===== config.mk =====
export PLATFORM = sky130hd
export DESIGN_NAME = keypad_scanner
export DESIGN_NICKNAME = d
export VERILOG_FILES = /design/src/rtl/keypad_pkg.sv /design/src/rtl/keypad_scanner_sync2.sv /design/src/rtl/keypad_scanner.sv
export SDC_FILE = /design/constraint.sdc
export NUM_CORES = 1
export LEC_CHECK = 0
export CAP_MARGIN = 10
export CORE_UTILIZATION = 55
export CTS_CLUSTER_SIZE = 10
export DETAILED_ROUTE_END_ITERATION = 7
export PLACE_DENSITY = 0.88
export REMOVE_ABC_BUFFERS = 1
export SYNTH_ARGS = -nofsm -noshare
export SYNTH_HDL_FRONTEND = slang
export SYNTH_SLANG_ARGS = --single-unit
export TNS_END_PERCENT = 50

===== constraint.sdc =====
create_clock -name clk -period 2.8 [get_ports clk]
set_input_delay 0.56 -clock clk [delete_from_list [all_inputs] [get_ports clk]]
set_output_delay 0.56 -clock clk [all_outputs]
set_load 0.05 [all_outputs]

===== src/rtl/keypad_pkg.sv =====
// Shared types and constants for the keypad scanner and its downstream debouncer.
// Latency: none (declarations and pure functions only).
// Backpressure: not applicable.
package keypad_pkg;

  typedef enum logic {
    SCAN = 1'b0,
    HELD = 1'b1
  } scan_state_t;

  // Column drive value while column 0 is selected (active-low one-hot).
  localparam logic [3:0] COLS_RESET = 4'b1110;

  // Hex code for each key, indexed by {row, col}; index 0 is row 0 / col 0.
  localparam logic [15:0][3:0] KEY_MAP = {
    4'hD, 4'hF, 4'h0, 4'hE,   // row 3: cols 3..0
    4'hC, 4'h9, 4'h8, 4'h7,   // row 2
    4'hB, 4'h6, 4'h5, 4'h4,   // row 1
    4'hA, 4'h3, 4'h2, 4'h1    // row 0
  };

  // Lowest-index zero bit; when several rows are low in the same column the
  // lowest row wins. Only called when at least one bit is zero.
  function automatic logic [1:0] lowest_zero(input logic [3:0] v);
    logic [1:0] idx;
    if (!v[0])      idx = 2'd0;
    else if (!v[1]) idx = 2'd1;
    else if (!v[2]) idx = 2'd2;
    else            idx = 2'd3;
    return idx;
  endfunction

  // Active-low one-hot column drive for a column index.
  function automatic logic [3:0] col_drive(input logic [1:0] idx);
    return ~(4'b0001 << idx);
  endfunction

endpackage


===== src/rtl/keypad_scanner_sync2.sv =====
// Two-flop synchronizer for asynchronous level inputs; resets to all ones.
// Latency: 2 clk cycles from d to q.
// Backpressure: none; samples every cycle.
module sync2 #(
  parameter int WIDTH = 4
) (
  input  logic             clk,
  input  logic             reset,
  input  logic [WIDTH-1:0] d,
  output logic [WIDTH-1:0] q
);

  logic [WIDTH-1:0] meta;

  // Two-stage capture; reset value all ones reads as "no key pressed".
  always_ff @(posedge clk) begin
    if (!reset) begin
      meta <= '1;
      q    <= '1;
    end else begin
      meta <= d;
      q    <= meta;
    end
  end

endmodule


===== src/rtl/keypad_scanner.sv =====
// Scans a 4x4 matrix keypad, latches one pressed key's hex code and a raw pressed level.
// Latency: detect <= 2 + 4*SETTLE_CYCLES cycles; release 3 cycles; all outputs registered.
// Backpressure: none; the downstream debouncer samples key_code/key_pressed freely.
module keypad_scanner
  import keypad_pkg::*;
#(
  parameter int SETTLE_CYCLES = 4800
) (
  input  logic       clk,
  input  logic       reset,
  input  logic [3:0] rows,
  output logic [3:0] cols,
  output logic [3:0] key_code,
  output logic       key_pressed
);

  localparam int              CNT_W    = $clog2(SETTLE_CYCLES);
  localparam logic [CNT_W-1:0] CNT_LAST = CNT_W'(SETTLE_CYCLES - 1);

  logic [3:0]       rows_s;
  scan_state_t      state, state_nxt;
  logic [CNT_W-1:0] cnt, cnt_nxt;
  logic [1:0]       col_idx, col_nxt;
  logic [1:0]       row_idx, row_nxt;
  logic [3:0]       cols_nxt;
  logic [3:0]       code_nxt;
  logic             pressed_nxt;
  logic [1:0]       hit_row;

  sync2 #(.WIDTH(4)) u_rows_sync (
    .clk   (clk),
    .reset (reset),
    .d     (rows),
    .q     (rows_s)
  );

  assign hit_row = lowest_zero(rows_s);

  // Next-state and output logic: sample rows at the end of each settle window,
  // then hold the latched key until its row line goes high again.
  always_comb begin
    state_nxt   = state;
    cnt_nxt     = cnt;
    col_nxt     = col_idx;
    row_nxt     = row_idx;
    code_nxt    = key_code;
    pressed_nxt = key_pressed;
    case (state)
      SCAN: begin
        if (cnt == CNT_LAST) begin
          cnt_nxt = '0;
          if (&rows_s) begin
            col_nxt = col_idx + 2'd1;
          end else begin
            row_nxt     = hit_row;
            code_nxt    = KEY_MAP[{hit_row, col_idx}];
            pressed_nxt = 1'b1;
            state_nxt   = HELD;
          end
        end else begin
          cnt_nxt = cnt + CNT_W'(1);
        end
      end
      HELD: begin
        cnt_nxt = '0;
        // Any high on the latched row ends the hold, including a bounce;
        // scanning restarts on the next column.
        if (rows_s[row_idx]) begin
          pressed_nxt = 1'b0;
          col_nxt     = col_idx + 2'd1;
          state_nxt   = SCAN;
        end
      end
      default: begin
        state_nxt = SCAN;
        cnt_nxt   = '0;
      end
    endcase
    // Column drive is registered alongside col_idx so it moves on the same
    // edge that clears cnt.
    cols_nxt = col_drive(col_nxt);
  end

  // State and output registers with synchronous active-low reset.
  always_ff @(posedge clk) begin
    if (!reset) begin
      state       <= SCAN;
      cnt         <= '0;
      col_idx     <= 2'd0;
      row_idx     <= 2'd0;
      cols        <= COLS_RESET;
      key_code    <= 4'h0;
      key_pressed <= 1'b0;
    end else begin
      state       <= state_nxt;
      cnt         <= cnt_nxt;
      col_idx     <= col_nxt;
      row_idx     <= row_nxt;
      cols        <= cols_nxt;
      key_code    <= code_nxt;
      key_pressed <= pressed_nxt;
    end
  end

endmodule


==> Yosys cells after proc, flatten, opt, wreduce, memory -nomap -nowiden <==
Memories as Yosys holds them, arrays and structs flattened. A register that Yosys moved wholly into a read port is not among the register bits.
Cells that the tools add are included.
{ "totals": {"register_bits": 31, "rom_bits": 64, "in_bits": 6, "output_inout_bits": 9, "word_cells": 43, "mem_count": 1} }
{ "classes": {"add_sub_neg": 2, "n_lt_le_gt_ge": 1, "n_eq_ne": 4, "n_shift": 1, "n_mux": 19, "n_bitwise": 3, "n_reduce_logical": 4} }
{ "mem_list": {"columns": ["memory", "words", "word_bits", "rd", "rd_clocked_by_memory_dff", "write_ports", "line_no", "text"], "rows": [
  ["(name not given)", 16, 4, 1, 1, 0, "keypad_scanner.sv:56", "code_nxt = KEY_MAP[{hit_row, col_idx}];"]
]} }
{ "ops": {"columns": ["cell", "count"], "rows": [
  ["$pmux W13 S2", 1],
  ["$add A13 B1 Y13 const B", 1],
  ["$eq A13 B13 Y1 const B", 1],
  ["$mux W13", 1],
  ["$mux W2", 5],
  ["$mux W1", 8],
  ["$reduce_and A3 Y1", 2],
  ["$ne A2 B2 Y1 const B", 2],
  ["$not A4 Y4", 1],
  ["$pmux W1 S2", 2],
  ["$pmux W2 S2", 1],
  ["$reduce_and A4 Y1", 1],
  ["$shl A1 B2 Y4 const A", 1],
  ["$lt A2 B3 Y1 const B", 1],
  ["$add A2 B1 Y2 const B", 1],
  ["$bmux W1 S2", 1],
  ["$ne A2 B1 Y1 const B", 1],
  ["$not A1 Y1", 2],
  ["$logic_not A1 Y1", 1]
]} }

==> Depth between registers and ports, before layout <==
Gate-level depths: netlist (run 1).
{ "depth": {"depth_word": 6, "ltp_mapped": 7, "ltp_nobuf": 7} }

==> By module <==
From an unflattened synthesis (run 1), not the netlist that was laid out.
{ "unflattened": {"cells_unflattened": 166, "area_unflattened_um2": 1559.0} }
{ "by_module_without_submodules": {"columns": ["module", "n_inst", "cells_each", "area_per_inst_um2", "seq_area_each_um2"], "rows": [
  ["keypad_scanner", 1, 150, 1348.8, 540.5],
  ["sync2", 1, 16, 210.2, 160.2]
]} }

==> Worst setup path after synthesis (run 1) <==
Ideal clock, no wire load.
{ "synth_path": {"path_kind": "register -> register", "start": "reg cnt[8]", "end": "reg cols[2]", "setup_ns": 0.127, "arrival_ns": 1.851, "setup_slack_ns": 0.821, "path_stages_with_launch": 6, "path_buffers": 0, "path_cell_list": "dfxtp_1 > or4b_4 > nor4_4 > mux2i_1 > nor2_1 > or3b_1"} }
{ "synth_via": {"elab_chain_cells": 5} }
{ "synth_rtl": {"columns": ["element", "line_no", "text"], "rows": [
  ["start, declared", "keypad_scanner.sv:22", "logic [CNT_W-1:0] cnt, cnt_nxt;"],
  ["start signal, assigned", "keypad_scanner.sv:96", "cnt <= cnt_nxt;"],
  ["$eq A13 B13 Y1", "keypad_scanner.sv:50", "if (cnt == CNT_LAST) begin"],
  ["$mux W2", "keypad_scanner.sv:50", null],
  ["$pmux W2 S2", "keypad_scanner.sv:48", "case (state)"],
  ["$shl A1 B2 Y4", "keypad_pkg.sv:35", "return ~(4'b0001 << idx);"],
  ["$not A4 Y4", "keypad_pkg.sv:35", null],
  ["end signal, assigned", "keypad_scanner.sv:99", "cols <= cols_nxt;"],
  ["end, declared", "keypad_scanner.sv:12", "output logic [3:0] cols,"]
]} }
Every way passes these cells.
A chain may end at the register's enable or synchronous reset.

==> Final worst setup path (run 1) <==
{ "layout_path": {"start": "reg cnt[8]", "end": "reg key_code[0]"} }
{ "layout_via": {"elab_chain_cells": 2} }
{ "layout_rtl": {"columns": ["element", "line_no", "text"], "rows": [
  ["$eq A13 B13 Y1", "keypad_scanner.sv:50", null],
  ["$reduce_and A3 Y1 (no line)", null, null],
  ["end, declared", "keypad_scanner.sv:13", "output logic [3:0] key_code,"]
]} }
Every way passes these cells.

==> run summary, run 1 <==
====================================================================================================
CTS root buf                                                                            sky130_fd_sc_hd__clkbuf_4
Nature of the critical path startpoint                                                      register
Global-route wire length before repair                                                       4.91 mm
Worst VDD drop                                                                              0.546 mV
Fill count                                                                                       226
Reg2reg path depth                                                                                 5
# nets final                                                                                     192
Detailed-route via count                                                                       1,174
Syn_area_per_cell                                                                           9.63 um2
Largest net degree at the start of global routing                                                 23
Die width                                                                                    56.1 um
RSZ-0062 raised after global routing                                                              no
Multi-input gate area in the final layout                                                    846 um2
Number of endpoints with negative hold slack in the final report                                   0
Crit path to                                                                            key_code[0]$_SDFFE_PN0P_
Register area                                                                                701 um2
Synthesis-to-finish area growth                                                                12.1%
Hold_ws                                                                                     0.407 ns
Starting Density                                                                               58.3%
Leakage Power                                                                               0.654 nW
Final wirelength                                                                             2.93 mm
Commonest register cell after synthesis                                                 sky130_fd_sc_hd__dfxtp_1
Detailed Route Iter0 Violations                                                                   24
Clock network latency to the later pin of the worst-skew pair                                0.34 ns
Number of maximum-capacitance violations                                                           0
Worst setup EP type                                                                         register
Standard cell core area                                                                  0.00276 mm2
Post-Synthesis Cells                                                                             167
Crit. Startpoint                                                                        cnt[8]$_SDFF_PP0_
Utilization after layout                                                                       65.4%
Maximum root-to-sink buffer count                                                                  2
Overall Global Routing Usage                                                                   21.0%
Final non-filler cell area                                                               0.00180 mm2
End of the worst register-to-register path                                              key_code[0]$_SDFFE_PN0P_
Sequential share of the synthesized area                                                       43.5%
Ys Warns                                                                                           0
Final critical path time including I/O delays and setup                                      2.22 ns
Number of placed I/O pins                                                                         15
Overflow left after global routing                                                                 0
Clock tree from TritonCTS                                                                       done
Worst EP arrival                                                                             2.46 ns
Ratio of cells with drive above 1 in the final layout                                          9.89%
Count of cell types in the netlist                                                                43
PostCTS Resize Cnt                                                                                 0
CP Data Required Time                                                                        3.04 ns
Die Area                                                                                 0.00315 mm2
Number of vias per cell                                                                         5.51
Post-route fraction of the period consumed by the critical path                                79.2%
FF-to-FF Start                                                                          cnt[8]$_SDFF_PP0_
Detailed-router iteration count before antenna repair                                              4
Peak Freq                                                                                    451 MHz
Final setup TNS                                                                                 0 ns
Final GP Congestion                                                                            0.852
H-tree levels                                                                                      2
Tightest slew margin relative to the limit                                                     64.4%
Clock-pin slew reported for the worst setup and hold paths after clock tree synthesis        0.11 ns
Critical path type                                                                      register to register
Placed standard-cell area                                                                0.00175 mm2
Count of inserted antenna diode cells                                                              0
Clock buffers created by TritonCTS                                                                 5
Number of rows in the core area                                                                   19
Count of hold-fix buffers inserted at cts                                                          0
Cell Pwr Density                                                                          449 mW/mm2
Total power of the final layout                                                             0.811 mW
Vias in the first global route                                                                 1,107
# port buffers                                                                                    14
EDFF count, synth                                                                                  0
Routed wirelength normalized by instance count                                               13.8 um
Mapped cell area                                                                         0.00161 mm2
Post-synth top area share                                                                      43.5%
Critical Path Fanout Max                                                                          13
Detailed placement HPWL                                                                      2.12 mm
Slack of the worst reg-to-reg path                                                           0.58 ns
Setup violation total in the final timing report                                                   0
Async set-or-reset flop fraction in the synthesized netlist                                       0%
Clock Skews                                                                               0.00985 ns
Cell types occupying the most area after synthesis                                      sky130_fd_sc_hd__dfxtp_1, sky130_fd_sc_hd__nand2b_1, sky130_fd_sc_hd__ha_1
Number of flip-flops and latches in the synthesized netlist                                       35
Result of the run                                                                          completed
Post-CTS setup-driven buffer insertion count                                                       0
DRT antenna net count                                                                              0
Path type of the worst min-delay path                                                   register to register
Slew at the pin with the worst max-slew slack                                               0.533 ns
DIE HEIGHT                                                                                   56.1 um
Total clock sinks                                                                                 35
Max Slew Vio Count                                                                                 0
Post-synth top area cell                                                                sky130_fd_sc_hd__dfxtp_1
Number of antenna violations at the first check in global routing                                  0
Residual DRC                                                                                       0
====================================================================================================
## cell usage after synthesis (2+ instances only)
cell type and count:
sky130_fd_sc_hd__dfxtp_1 35, sky130_fd_sc_hd__nor2_1 16, sky130_fd_sc_hd__nand2b_1 14, sky130_fd_sc_hd__nand2_1 13
sky130_fd_sc_hd__nand3_1 8, sky130_fd_sc_hd__mux2i_1 6, sky130_fd_sc_hd__nor2b_1 6, sky130_fd_sc_hd__xor2_1 6
sky130_fd_sc_hd__ha_1 5, sky130_fd_sc_hd__inv_1 5, sky130_fd_sc_hd__nand3b_1 5, sky130_fd_sc_hd__xnor2_1 5
sky130_fd_sc_hd__clkbuf_1 4, sky130_fd_sc_hd__nand4_1 3, sky130_fd_sc_hd__a21boi_1 2, sky130_fd_sc_hd__a21oi_1 2
sky130_fd_sc_hd__and3_1 2, sky130_fd_sc_hd__and4_1 2, sky130_fd_sc_hd__buf_2 2, sky130_fd_sc_hd__o211a_1 2
sky130_fd_sc_hd__o21ai_0 2
## how the worst min path moves through the flow
stage	from	end	slack [ns]	cells past startpoint
detailed placement	u_rows_sync.meta[2]$_SDFF_PN1_	u_rows_sync.q[2]$_SDFF_PN1_	0.40	1
global placement	u_rows_sync.meta[0]$_SDFF_PN1_	u_rows_sync.q[0]$_SDFF_PN1_	0.39	1
CTS	u_rows_sync.meta[0]$_SDFF_PN1_	u_rows_sync.q[0]$_SDFF_PN1_	0.41	1
global route	u_rows_sync.meta[0]$_SDFF_PN1_	u_rows_sync.q[0]$_SDFF_PN1_	0.44	1
floorplan	u_rows_sync.meta[0]$_SDFF_PN1_	u_rows_sync.q[0]$_SDFF_PN1_	0.39	1
finish	u_rows_sync.meta[0]$_SDFF_PN1_	u_rows_sync.q[0]$_SDFF_PN1_	0.41	1
## placed cells by master (no fill, tap or decap), types with 6 or more instances in the layout
cell type                         instances
sky130_fd_sc_hd__xor2_1                   6
sky130_fd_sc_hd__clkdlybuf4s50_1         14
sky130_fd_sc_hd__nand2_1                 13
sky130_fd_sc_hd__nand3_1                  8
sky130_fd_sc_hd__mux2i_1                  6
sky130_fd_sc_hd__nor2b_1                  6
sky130_fd_sc_hd__dfxtp_1                 35
sky130_fd_sc_hd__nor2_1                  16
sky130_fd_sc_hd__nand2b_1                14
## sequential cells by signal (all words and copies together) (netlist names)
name              cells
col_idx               2
key_pressed           1
key_code              4
cnt                  13
u_rows_sync.meta      4
cols                  4
row_idx               2
state                 1
u_rows_sync.q         4
## kinds of logic after synthesis
family	share of synthesized area [%]
AOI/OAI and AO/OA	8.17
xor gates and xnor gates	5.99
adders and majority gates	3.89
buffers and inverters	3.89
DFF	43.5
muxes	5.83
and+or+nand+nor	28.7
## metrics by stage
step | worst slack, ns | cells
3_5_place_dp | 0.587 | 205
3_3_place_gp | 0.687 | 205
6_report | 0.584 | 213
2_1_floorplan | 0.805 | 159
4_1_cts | 0.582 | 213
5_1_grt | 0.411 | 213
## where the power goes
group          internal (mW)  leakage [nW]  switching, mW
Combinational         0.0212         0.335         0.0185
Sequential             0.507         0.285        0.00967
Clock                 0.0932        0.0347          0.162
## metal layers
layer | global-route usage, % | routed length [um]
met5 | 0 | 0
met4 | 11.1 | 61
met3 | 7.21 | 117
met2 | 35.0 | 1460
met1 | 23.6 | 1300
## critical path: stages (launching register included)
cell and delay (ns):
sky130_fd_sc_hd__dfxtp_1 0.35, sky130_fd_sc_hd__or4b_4 0.55, sky130_fd_sc_hd__nor4_4 0.34, sky130_fd_sc_hd__nor3b_4 0.54, sky130_fd_sc_hd__o2111a_1 0.30, sky130_fd_sc_hd__nor3b_2 0.05
## final cells by class
class | instances | share of cell area [%]
Multi-Input combinational cell | 119 | 46.9
Sequential cell | 35 | 38.8
Timing Repair Buffer | 15 | 8.18
Tap cell | 31 | 2.15
Clock buffer | 5 | 2.08
Inverter | 5 | 1.04
Clock inverter | 3 | 0.832
Power figures use the tool's default switching activity.
==> run 2, diff against run 1 <==
==> constraint.sdc (replaced) <==
create_clock -name clk -period 2.1 [get_ports clk]
set_input_delay 0.42 -clock clk [delete_from_list [all_inputs] [get_ports clk]]
set_output_delay 0.42 -clock clk [all_outputs]
set_load 0.05 [all_outputs]
==> run 2 against run 1 <==
Effect of this change:
- first-iteration DRC count grew 110%
- critical endpoint is now cols[2]$_SDFF_PN1_
- clock power grew 95%
- highest routed layer unchanged
- worst setup slack worse by 0.48 ns
==> run summary, run 2 (same netlist as run 1, synthesis figures left out) <==
====================================================================================================
Number of rows in the core area                                                                   19   unchanged
Final critical path time including I/O delays and setup                                      2.00 ns   -0.218 ns
Number of antenna violations at the first check in global routing                                  0   unchanged
Clock buffers created by TritonCTS                                                                 5   unchanged
Final wirelength                                                                             2.94 mm   +0.27%
Routed wirelength normalized by instance count                                               13.5 um   -2.0%
Fill count                                                                                       229   +1.3%
Clock network latency to the later pin of the worst-skew pair                                0.33 ns   about the same
Number of maximum-capacitance violations                                                           0   unchanged
Starting Density                                                                               58.3%   unchanged
Global-route wire length before repair                                                       4.93 mm   +0.43%
Clock-pin slew reported for the worst setup and hold paths after clock tree synthesis        0.10 ns   about the same
Tightest slew margin relative to the limit                                                     66.9%   +2.5 points
Die Area                                                                                 0.00315 mm2   unchanged
Overflow left after global routing                                                                 0   unchanged
Final non-filler cell area                                                               0.00189 mm2   +4.7%
Clock Skews                                                                                0.0137 ns   +0.00382 ns
Critical Path Fanout Max                                                                           5   -8
Synthesis-to-finish area growth                                                                17.4%
Setup violation total in the final timing report                                                   0   unchanged
Leakage Power                                                                               0.696 nW   +6.3%
Number of placed I/O pins                                                                         15   unchanged
Count of inserted antenna diode cells                                                              0   unchanged
Largest net degree at the start of global routing                                                 23   unchanged
Placed standard-cell area                                                                0.00180 mm2   +2.9%
Detailed placement HPWL                                                                      2.11 mm   -0.45%
Post-route fraction of the period consumed by the critical path                                95.2%   +16 points
Largest register FFs                                                                              13   unchanged
Number of vias per cell                                                                         5.53   +0.37%
Worst EP arrival                                                                             2.21 ns   -0.25 ns
Worst setup EP type                                                                         register
Overall Global Routing Usage                                                                   20.1%   -0.93 points
CP Data Required Time                                                                        2.31 ns   -0.73 ns
Result of the run                                                                          completed
Nature of the critical path startpoint                                                      register
Largest reg by FF count                                                                          cnt
Max Slew Vio Count                                                                                 0   unchanged
Commonest cells after routing, fill and taps aside                                      sky130_fd_sc_hd__dfxtp_1, sky130_fd_sc_hd__nor2_1, sky130_fd_sc_hd__nand2b_1, sky130_fd_sc_hd__clkdlybuf4s50_1, sky130_fd_sc_hd__nand2_1
RSZ-0062 raised after global routing                                                              no
Total power of the final layout                                                              1.24 mW   +53%
Critical path type                                                                      register to register
Detailed Route Iter0 Violations                                                                   50   +110%
Peak Freq                                                                                    500 MHz   +11%
Final GP Congestion                                                                            0.827   -3.0%
Clock tree from TritonCTS                                                                       done
Worst VDD drop                                                                              0.525 mV   -3.7%
Post-CTS setup-driven buffer insertion count                                                       0   unchanged
Slew at the pin with the worst max-slew slack                                               0.496 ns   -0.0378 ns
Cell Pwr Density                                                                          657 mW/mm2   +46%
Die width                                                                                    56.1 um   unchanged
Standard cell core area                                                                  0.00276 mm2   unchanged
DRT antenna net count                                                                              0   unchanged
Total clock sinks                                                                                 35   unchanged
Register area                                                                                702 um2   +0.18%
PostCTS Resize Cnt                                                                                 0   unchanged
CTS root buf                                                                            sky130_fd_sc_hd__clkbuf_4
Count of hold-fix buffers inserted at cts                                                          0   unchanged
Commonest non-fill, non-tap cell in the layout                                          sky130_fd_sc_hd__dfxtp_1
Vias in the first global route                                                                 1,148   +3.7%
Residual DRC                                                                                       0   unchanged
Maximum root-to-sink buffer count                                                                  2   unchanged
Utilization after layout                                                                       68.5%   +3.1 points
Path type of the worst min-delay path                                                   register to register
# nets final                                                                                     197   +2.6%
Number of endpoints with negative hold slack in the final report                                   0   unchanged
DIE HEIGHT                                                                                   56.1 um   unchanged
# port buffers                                                                                    14   unchanged
Detailed-router iteration count before antenna repair                                              4   unchanged
Final setup TNS                                                                                 0 ns   unchanged
Multi-input gate area in the final layout                                                    846 um2   unchanged
Detailed-route via count                                                                       1,206   +2.7%
H-tree levels                                                                                      2   unchanged
Ratio of cells with drive above 1 in the final layout                                          12.8%   +2.9 points
====================================================================================================
run 2: critical path, stage by stage, from the launching register on:
cell and delay (ns):
sky130_fd_sc_hd__dfxtp_1 0.35, sky130_fd_sc_hd__or4b_4 0.55, sky130_fd_sc_hd__nor4_4 0.24, sky130_fd_sc_hd__a21boi_0 0.18, sky130_fd_sc_hd__xnor2_1 0.21, sky130_fd_sc_hd__or3b_1 0.36
run 2: final timing paths:
check                                  from  cells past startpoint  slack (ns)                          end
max                       cnt[8]$_SDFF_PP0_                      5        0.10           cols[2]$_SDFF_PN1_
min          u_rows_sync.meta[2]$_SDFF_PN1_                      1        0.42  u_rows_sync.q[2]$_SDFF_PN1_
max reg2reg               cnt[8]$_SDFF_PP0_                      5        0.10           cols[2]$_SDFF_PN1_
min reg2reg  u_rows_sync.meta[2]$_SDFF_PN1_                      1        0.42  u_rows_sync.q[2]$_SDFF_PN1_
run 2: per-layer routing:
layer  routed length (um)  track usage (%)  vias to the layer above
met5                    0                0                        -
met4                   28             7.32                        0
met3                  133             5.58                        4
met2                 1510             35.0                       31
met1                 1270             23.5                      569
li1                     -                -                      602
run 2: report_power, final:
| part | internal (mW) | switching, mW |
|---|---|---|
| Combinational | 0.0294 | 0.0264 |
| Sequential | 0.675 | 0.0117 |
| Clock | 0.281 | 0.216 |
| Total | 0.986 | 0.254 |
run 2: cell type report:
cell class / count / area share, %
flip-flops and latches: 35 / 37.2
repair buffers: 20 / 10.5
clock buffers: 6 / 2.72
inverters: 5 / 0.993
well taps: 31 / 2.05
multi-input cells: 119 / 44.8
clock inverters: 2 / 1.85
run 2: metrics by stage:
stage          cells  hold WS (ns)  setup slack [ns]
6_report         218         0.418             0.102
5_1_grt          218         0.437           0.00383
4_1_cts          218         0.422           0.00488
3_5_place_dp     210         0.396            0.0225
3_3_place_gp     210         0.390            0.0797
2_1_floorplan    159         0.386             0.105
==> run 3, diff against run 2 <==
--- a/config.mk
+++ b/config.mk
@@ -7,6 +7,7 @@
 export LEC_CHECK = 0
 export CAP_MARGIN = 10
 export CORE_UTILIZATION = 55
+export CTS_CLUSTER_DIAMETER = 50
 export CTS_CLUSTER_SIZE = 10
 export DETAILED_ROUTE_END_ITERATION = 7
 export PLACE_DENSITY = 0.88
==> constraint.sdc (replaced) <==
create_clock -name clk -period 1.9 [get_ports clk]
set_input_delay 0.38 -clock clk [delete_from_list [all_inputs] [get_ports clk]]
set_output_delay 0.38 -clock clk [all_outputs]
set_load 0.05 [all_outputs]
==> run 3 against run 2 <==
Effect of this change:
- the flow now finishes with violations (negative setup slack)
- maximum frequency up 3.3%
- sequential share of layout area down 1.7 points
- clock skew down 0.0035 ns
- critical path depth up 1
- clock-buffer cell count down 1
- register-to-register slack worse by 0.14 ns
- worst hold slack better by 0.0020 ns
- core utilization up 3.7 points
- non-clock buffer count up 12
- via count up 5.1%
- flip-flop and latch count unchanged
- final area up 5.4%
==> run summary, run 3 (same netlist as run 1, synthesis figures left out) <==
====================================================================================================
Cell Pwr Density                                                                          629 mW/mm2   -4.2%
Largest reg by FF count                                                                          cnt
Worst EP arrival                                                                             2.19 ns   -0.02 ns
Highest cell delay on the worst timing path                                                  0.54 ns   about the same
Number of antenna violations at the first check in global routing                                  0   unchanged
Worst VDD drop                                                                              0.648 mV   +23%
DRT antenna net count                                                                              0   unchanged
Ordered cell list for the critical path                                                 or4b_4 > nor4_4 > nor3b_4 > buf_12 > mux2i_1 > nor2b_1
Largest register FFs                                                                              13   unchanged
Detailed placement HPWL                                                                      2.24 mm   +6.2%
Vias in the first global route                                                                 1,299   +13%
Fill count                                                                                       206   -10%
Clock Skews                                                                                0.0102 ns   -0.00351 ns
Final GP Congestion                                                                            0.881   +6.5%
Tightest slew margin relative to the limit                                                     66.2%   -0.66 points
Total power of the final layout                                                              1.25 mW   +1.0%
Final Worst Setup Slack                                                                   -0.0336 ns   -0.135 ns
Multi-input gate area in the final layout                                                    875 um2   +3.4%
Highest-delay cell along the critical path                                              sky130_fd_sc_hd__or4b_4
Commonest cells after routing, fill and taps aside                                      sky130_fd_sc_hd__dfxtp_1, sky130_fd_sc_hd__buf_4, sky130_fd_sc_hd__nor2_1
# port buffers                                                                                    14   unchanged
Number of rows in the core area                                                                   19   unchanged
Leakage Power                                                                               0.797 nW   +15%
Commonest non-fill, non-tap cell in the layout                                          sky130_fd_sc_hd__dfxtp_1
CP Data Required Time                                                                        2.16 ns   -0.15 ns
Die Area                                                                                 0.00315 mm2   unchanged
Clock-pin slew reported for the worst setup and hold paths after clock tree synthesis        0.12 ns   +0.02 ns
Detailed-router iteration count before antenna repair                                              4   unchanged
Placed standard-cell area                                                                0.00188 mm2   +4.2%
Count of inserted antenna diode cells                                                              0   unchanged
Largest net degree at the start of global routing                                                 23   unchanged
Synthesis-to-finish area growth                                                                23.8%
CTS root buf                                                                            sky130_fd_sc_hd__clkbuf_4
Number of vias per cell                                                                         5.51   -0.34%
H-tree levels                                                                                      2   unchanged
Total clock sinks                                                                                 35   unchanged
Critical Path Fanout Max                                                                          13   +8
Failing checks                                                                          negative setup slack
Die width                                                                                    56.1 um   unchanged
Nature of the critical path startpoint                                                      register
Setup violation total in the final timing report                                                   2   +2
Clock network latency to the later pin of the worst-skew pair                                0.35 ns   +0.02 ns
RSZ-0062 raised after global routing                                                             yes
Slew at the pin with the worst max-slew slack                                               0.506 ns   +0.0106 ns
Number of maximum-capacitance violations                                                           0   unchanged
Number of endpoints with negative hold slack in the final report                                   0   unchanged
DIE HEIGHT                                                                                   56.1 um   unchanged
Overall Global Routing Usage                                                                   23.4%   +3.3 points
Routed wirelength normalized by instance count                                               13.8 um   +2.6%
Standard cell core area                                                                  0.00276 mm2   unchanged
Result of the run                                                                       finished with violations
Number of placed I/O pins                                                                         15   unchanged
Path type of the worst min-delay path                                                   register to register
Final wirelength                                                                             3.18 mm   +8.3%
Detailed Route Iter0 Violations                                                                   41   -18%
Residual DRC                                                                                       0   unchanged
Clock buffers created by TritonCTS                                                                 5   unchanged
Starting Density                                                                               58.3%   unchanged
Count of hold-fix buffers inserted at cts                                                          0   unchanged
Max Slew Vio Count                                                                                 0   unchanged
Ratio of cells with drive above 1 in the final layout                                          22.6%   +9.8 points
Maximum root-to-sink buffer count                                                                  2   unchanged
# nets final                                                                                     209   +6.1%
Overflow left after global routing                                                                 0   unchanged
Post-route fraction of the period consumed by the critical path                                 102%   +6.6 points
Clock tree from TritonCTS                                                                       done
Final critical path time including I/O delays and setup                                      1.93 ns   -0.0647 ns
Critical path type                                                                      register to register
Hold_ws                                                                                     0.420 ns   +0.00201 ns
Worst setup EP type                                                                         register
Detailed-route via count                                                                       1,268   +5.1%
Final non-filler cell area                                                               0.00199 mm2   +5.4%
Global-route wire length before repair                                                       5.63 mm   +14%
Peak Freq                                                                                    517 MHz   +3.3%
Register area                                                                                706 um2   +0.53%
====================================================================================================
-- run 3: cell count changes in the layout (fill, tap and decap cells not counted), moves of 2 or more --
| cell | delta |
|---|---|
| sky130_fd_sc_hd__buf_4 | +12 |
| sky130_fd_sc_hd__clkdlybuf4s50_1 | -8 |
| sky130_fd_sc_hd__dlygate4sd2_1 | +4 |
| sky130_fd_sc_hd__dlymetal6s2s_1 | +4 |
| sky130_fd_sc_hd__dfxtp_1 | -3 |
| sky130_fd_sc_hd__dfxtp_2 | +3 |
| sky130_fd_sc_hd__nand3_1 | -3 |
| sky130_fd_sc_hd__nand3_2 | +3 |
| sky130_fd_sc_hd__clkinvlp_4 | +2 |
-- run 3: worst paths after layout --
check	from	endpoint	slack, ns	cells past startpoint
max reg2reg	cnt[10]$_SDFF_PP0_	key_code[1]$_SDFFE_PN0P_	-0.03	6
max	cnt[10]$_SDFF_PP0_	key_code[1]$_SDFFE_PN0P_	-0.03	6
min	u_rows_sync.meta[1]$_SDFF_PN1_	u_rows_sync.q[1]$_SDFF_PN1_	0.42	1
min reg2reg	u_rows_sync.meta[1]$_SDFF_PN1_	u_rows_sync.q[1]$_SDFF_PN1_	0.42	1
-- run 3: power by group --
group	switching (mW)	internal (mW)	total (mW)	leakage (nW)
registers	0.00765	0.748	0.755	0.286
logic	0.0370	0.0378	0.0748	0.483
clock network	0.275	0.148	0.423	0.0278
-- run 3: cell type report --
| type | instances | area share, % |
|---|---|---|
| Sequential cell | 35 | 35.4 |
| Inverter | 5 | 0.942 |
| Multi-Input combinational cell | 119 | 43.9 |
| Clock buffer | 5 | 1.88 |
| Timing Repair Buffer | 32 | 14.7 |
| Tap cell | 31 | 1.95 |
| Clock inverter | 3 | 1.19 |
-- run 3: stage by stage --
step | setup slack (ns) | instances | util [%] | TNS [ns]
after global routing | -0.142 | 230 | 72.2 | -0.582
after global placement | -0.0760 | 220 | 68.1 | -0.138
final | -0.0336 | 230 | 72.2 | -0.0638
after floorplan | -0.0953 | 159 | - | -0.290
after CTS | -0.0343 | 229 | 70.5 | -0.0479
after detailed placement | -0.153 | 220 | 68.1 | -0.825
-- run 3: repair_timing --
item | 4_1_cts | 5_1_grt
buffers inserted | 1 | 1
pin swaps | 4 | 2
gates resized for setup | 7 | 12
endpoints found under the setup margin | 15 | 15
-- run 3: routing by layer --
metal / global-route usage, % / routed length (um) / up-vias
li1: - / - / 632
met1: 27.9 / 1360 / 600
met2: 38.4 / 1610 / 27
met3: 6.98 / 119 / 9
met4: 11.5 / 93 / 0
met5: 0 / 0 / -
-- run 3: critical path: cells and delay by family, from the launching register on --
| family | cells | cell delay, ns |
|---|---|---|
| flops | 1 | 0.34 |
| mux | 1 | 0.22 |
| simple gates | 4 | 1.13 |
| buf+inv | 1 | 0.17 |
